--- src/rtl/counter_monitor.sv ---
// In-system observer for an up/down counter bus: infers direction, flags illegal steps, counts errors.
// Optional sticky error flag with clear input when CNT_MON_STICKY_ERR_EN is defined.
module counter_monitor #(
  parameter int W         = 4,
  parameter int ERR_CNT_W = 8
) (
  input  logic                 clk,
  input  logic                 rst_n,
  input  logic                 en,
  input  logic [W-1:0]         din,
  input  logic                 up_exp,
`ifdef CNT_MON_STICKY_ERR_EN
  input  logic                 err_clr,
  output logic                 err_sticky,
`endif
  output logic                 locked,
  output logic                 dir_up,
  output logic                 wrap,
  output logic                 resync,
  output logic                 err,
  output logic [ERR_CNT_W-1:0] err_cnt,
  output logic [1:0]           dbg_state
);

  // Sample interface: din/up_exp are consumed on a rising edge only when en=1;
  // there is no back-pressure, every enabled sample is taken.

  typedef enum logic [1:0] {
    S_IDLE  = 2'd0,
    S_ACQ   = 2'd1,
    S_TRACK = 2'd2,
    S_FAULT = 2'd3
  } state_e;

  localparam logic [W-1:0]         VAL_MAX = '1;
  localparam logic [W-1:0]         VAL_ONE = {{(W-1){1'b0}}, 1'b1};
  localparam logic [ERR_CNT_W-1:0] CNT_MAX = '1;
  localparam logic [ERR_CNT_W-1:0] CNT_ONE = {{(ERR_CNT_W-1){1'b0}}, 1'b1};

  state_e                 state_q, state_d;
  logic [W-1:0]           prev_q, prev_d;
  logic                   dir_q, dir_d;
  logic                   wrap_q, wrap_d;
  logic                   resync_q, resync_d;
  logic                   err_q, err_d;
  logic [ERR_CNT_W-1:0]   cnt_q, cnt_d;

  logic [W-1:0] prev_inc;
  logic [W-1:0] prev_dec;
  logic         step_up;
  logic         step_dn;
  logic         wrap_up;
  logic         wrap_dn;
  logic         din_zero;

  assign prev_inc = prev_q + VAL_ONE;
  assign prev_dec = prev_q - VAL_ONE;
  assign step_up  = (din == prev_inc);
  assign step_dn  = (din == prev_dec);
  assign wrap_up  = step_up && (prev_q == VAL_MAX);
  assign wrap_dn  = step_dn && (prev_q == '0);
  assign din_zero = (din == '0);

  always_comb begin
    state_d  = state_q;
    prev_d   = prev_q;
    dir_d    = dir_q;
    wrap_d   = 1'b0;
    resync_d = 1'b0;
    err_d    = 1'b0;
    if (en) begin
      prev_d = din;
      case (state_q)
        S_IDLE: state_d = S_ACQ;
        S_ACQ: begin
          // First step after acquisition sets direction without consulting up_exp.
          if (step_up) begin
            dir_d   = 1'b1;
            wrap_d  = wrap_up;
            state_d = S_TRACK;
          end else if (step_dn) begin
            dir_d   = 1'b0;
            wrap_d  = wrap_dn;
            state_d = S_TRACK;
          end else if (din_zero) begin
            resync_d = 1'b1;
          end else begin
            err_d   = 1'b1;
            state_d = S_FAULT;
          end
        end
        S_TRACK: begin
          if (up_exp ? step_up : step_dn) begin
            dir_d  = up_exp;
            wrap_d = up_exp ? wrap_up : wrap_dn;
          end else if (step_up || step_dn) begin
            err_d   = 1'b1;
            dir_d   = step_up;
            state_d = S_FAULT;
          end else if (din_zero) begin
            resync_d = 1'b1;
            state_d  = S_ACQ;
          end else begin
            err_d   = 1'b1;
            state_d = S_FAULT;
          end
        end
        S_FAULT: state_d = S_ACQ;
        default: state_d = S_IDLE;
      endcase
    end
    cnt_d = (err_d && (cnt_q != CNT_MAX)) ? (cnt_q + CNT_ONE) : cnt_q;
  end

  always_ff @(posedge clk or negedge rst_n) begin
    if (!rst_n) begin
      state_q  <= S_IDLE;
      prev_q   <= '0;
      dir_q    <= 1'b0;
      wrap_q   <= 1'b0;
      resync_q <= 1'b0;
      err_q    <= 1'b0;
      cnt_q    <= '0;
    end else begin
      state_q  <= state_d;
      prev_q   <= prev_d;
      dir_q    <= dir_d;
      wrap_q   <= wrap_d;
      resync_q <= resync_d;
      err_q    <= err_d;
      cnt_q    <= cnt_d;
    end
  end

`ifdef CNT_MON_STICKY_ERR_EN
  logic sticky_q;

  // A new error outranks a clear arriving on the same edge.
  always_ff @(posedge clk or negedge rst_n) begin
    if (!rst_n) begin
      sticky_q <= 1'b0;
    end else if (err_d) begin
      sticky_q <= 1'b1;
    end else if (err_clr) begin
      sticky_q <= 1'b0;
    end
  end

  assign err_sticky = sticky_q;
`endif

  assign locked    = (state_q == S_TRACK);
  assign dir_up    = dir_q;
  assign wrap      = wrap_q;
  assign resync    = resync_q;
  assign err       = err_q;
  assign err_cnt   = cnt_q;
  assign dbg_state = state_q;

endmodule

--- config.mk ---
export PLATFORM = sky130hd
export DESIGN_NAME = counter_monitor
export DESIGN_NICKNAME = d
export VERILOG_FILES = /design/src/rtl/counter_monitor.sv
export SDC_FILE = /design/constraint.sdc
export NUM_CORES = 1
export LEC_CHECK = 0
export ABC_CLOCK_PERIOD_IN_PS = 2390
export CAP_MARGIN = 20
export CORE_ASPECT_RATIO = 1.25
export CORE_MARGIN = 1
export CORE_UTILIZATION = 47
export DETAILED_ROUTE_END_ITERATION = 16
export GPL_ROUTABILITY_DRIVEN = 0
export HOLD_SLACK_MARGIN = 0.1
export PLACE_DENSITY = 0.74
export SLEW_MARGIN = 20
export SYNTH_ARGS = -nofsm -noshare
export SYNTH_HDL_FRONTEND = slang
export SYNTH_SLANG_ARGS = --single-unit
--- constraint.sdc ---
create_clock -name clk -period 2.39 [get_ports clk]
set_input_delay 0.3585 -clock clk [delete_from_list [all_inputs] [get_ports clk]]
set_output_delay 0.3585 -clock clk [all_outputs]
set_load 0.03 [all_outputs]
==> out/qor.yml <==
global_routing:
  grt_pass1_vias: 1138
  grt-ovfl-total: 0
  grt_max_degree: 19
  track_usage_pct: 22.5
  grt_pass1_wl_um: 4960
  antenna_found_initial: 0
placed_design:
  dpl_cell_area_um2: 1660
  portBuffers: 22
  post-dp-hpwl_um: 2280
  preCtsSetupSlack_ps: -280
sta:
  fmax_ghz: 0.437
  setup_violations: 0
  finalCritPeriodShare_pct: 95.7
  worst_slack_ps: 103
  worst_pin_slew_ps: 377
  whs_ps: 380
  finalHoldViolations: 0
  skew_ps: 0.922
  final_max_slew_viol_count: 0
  tns_ps: 0
  slew_headroom_pct: 74.7
  rsz0062_at_grt: "yes"
  period_needed_ps: 2290
route:
  drc_errors: 0
  ant_nets: 0
  vias: 1219
  routed_via_density: 5.70
  wl_per_cell_um: 13.9
  wirelength_um: 2980
  dr.pass1.iters: 4
  drt_iter0_drc: 50
clock_tree:
  clk_pin_slew_ps: 110
  cts_buffers: 3
  cts.path.max_buffers: 2
  htreeDepth: 1
  clk_latency_ps: 300
  cts.sinks: 18
  cts_tree: "built"
  root_buffer: "clkbuf_4"
synthesis:
  synth.avg_cell_area_um2: 9.51
  ys_dominant_reg_cell: "dfrtp_1"
  yosys_warnings: 0
  synth_nets: 148
  ys_seq_elements: 18
  syn_area_um2: 1270
  synthArstFlopShare_pct: 100
  synth_cells: 134
  yosysSeqAreaShare_pct: 35.3
  synth-edff-count: 0
  ys_types: 37
power:
  p_leak_nw: 0.777
  power_density_nw_per_um2: 771
  ir_drop_v: 0.000478
final_layout:
  fin_area_um2: 1740
  final_cell_mix: "25 x buf_4, 21 x clkdlybuf4s50_1, 18 x dfrtp_1, 13 x nand2_1"
  layout.nets: 196
  area_growth_pct: 36.8
  drive_above_1_share_pct: 23.2
  fin_util_pct: 69.7
  final_common_cell: "buf_4"
  diodes: 0
hold_path:
  hp-class: "in -> async"
worst_setup_path:
  start_kind: "flip-flop"
  cp.required_ps: 2590
  critPathCaptureType: "flip-flop"
  r2r_cells: 8
  critPathArrivalTime_ps: 2480
  endpoint: "err_cnt[7]"
  timing.rr.start: "prev_q[0]"
  crit_path_max_fanout: 4
  cp-startpoint: "prev_q[0]"
  worstSetupPathType: "reg -> reg"
  reg2reg_to: "err_cnt[7]"
  r2r_slack_ps: 100
floorplanning:
  initial_core_util_pct: 51.0
  fp.dieH_um: 60.2
  pin_count: 23
  core_area_um2: 2500
  dieArea_um2: 2930
  die_x_um: 48.6
  row_count: 20
run_status:
  status: "finished, final reports clean"
job:
  drv_cap: 0
[critical path, cell delays in order (launching register included)]
cell      delay, ps
dfrtp_1         410
buf_4           140
ha_1            210
xor3_2          250
nor3b_4         250
nand2_4         100
o22a_4          220
a311oi_2        280
mux2_1          340
[per-layer routing]
layer	vias up	wire length (µm)	GRT usage, %
li1	587	-	-
met1	570	1230	25.4
met2	51	1570	43.1
met3	11	127	2.54
met4	0	54	10.1
met5	-	0	0
[sequential cells by signal, summed over array words and instances, names as in the netlist]
| name | count |
|---|---|
| err_cnt | 8 |
| prev_q | 4 |
| dbg_state | 2 |
| dir_up | 1 |
| err | 1 |
| resync | 1 |
| wrap | 1 |
[power breakdown]
part | switching [mW] | internal, mW | total, mW
clock network | 0.101 | 0.0930 | 0.194
registers | 0.0766 | 0.371 | 0.447
logic | 0.383 | 0.319 | 0.703
total | 0.561 | 0.783 | 1.34
[cell usage after synthesis, types with 2 or more instances]
| cell | count | share of area, % |
|---|---|---|
| nand3_1 | 9 | 3.5 |
| nand2b_1 | 3 | 1.5 |
| a311oi_2 | 2 | 2.4 |
| mux2_1 | 3 | 2.6 |
| o21ai_0 | 9 | 3.5 |
| nand4_1 | 7 | 3.4 |
| o211ai_1 | 3 | 1.8 |
| mux2_2 | 2 | 1.8 |
| dfrtp_1 | 18 | 35 |
| nor2_1 | 4 | 1.2 |
| nor3_1 | 6 | 2.4 |
| xnor2_1 | 4 | 2.7 |
| nand2_1 | 13 | 3.8 |
| a31oi_1 | 5 | 2.5 |
| o211a_1 | 2 | 1.6 |
| clkbuf_1 | 2 | 0.59 |
| and3_1 | 3 | 1.5 |
| a21oi_1 | 7 | 2.7 |
| xor2_1 | 3 | 2.1 |
| inv_1 | 7 | 2.1 |
| ha_1 | 6 | 5.9 |
[final cells by class]
class | count | area, µm²
Multi-Input combinational cell | 105 | 779
Inverter | 7 | 26.3
Fill cell | 204 | 758
Clock buffer | 4 | 36.3
Sequential cell | 18 | 450
Tap cell | 33 | 41.3
Timing Repair Buffer | 47 | 410
[worst min-delay path by stage]
| stage | startpoint | to | slack, ps | cells past startpoint |
|---|---|---|---|---|
| 6_report | rst_n | err_cnt[5] | 380 | 2 |
| 5_1_grt | rst_n | resync | 390 | 2 |
| 4_1_cts | rst_n | dir_up | 390 | 2 |
| 3_5_place_dp | err_cnt[4] | err_cnt[4] | 470 | 1 |
| 3_3_place_gp | err_cnt[4] | err_cnt[4] | 470 | 1 |
| 2_1_floorplan | rst_n | dbg_state[0] | 60 | 0 |
[logic make-up after synthesis]
kind of cell / share of synthesized area (%)
flops: 35.3
mux: 4.42
buf+inv: 4.12
xor+xnor: 8.64
simple gates: 23.1
fa+ha+maj: 5.89
compound gates: 18.5
[per-stage QoR]
step           total power [mW]  std cells
2_1_floorplan             0.875        134
3_3_place_gp               1.11        205
3_5_place_dp               1.13        205
4_1_cts                    1.33        210
5_1_grt                    1.43        214
6_report                   1.34        214
[timing repair]
item,CTS,global route
pin swaps,0,1
buffers inserted,1,4
setup endpoints to repair,1,9
hold buffers,0,0
resized for setup,0,2
(Power assumes the default switching activity.)
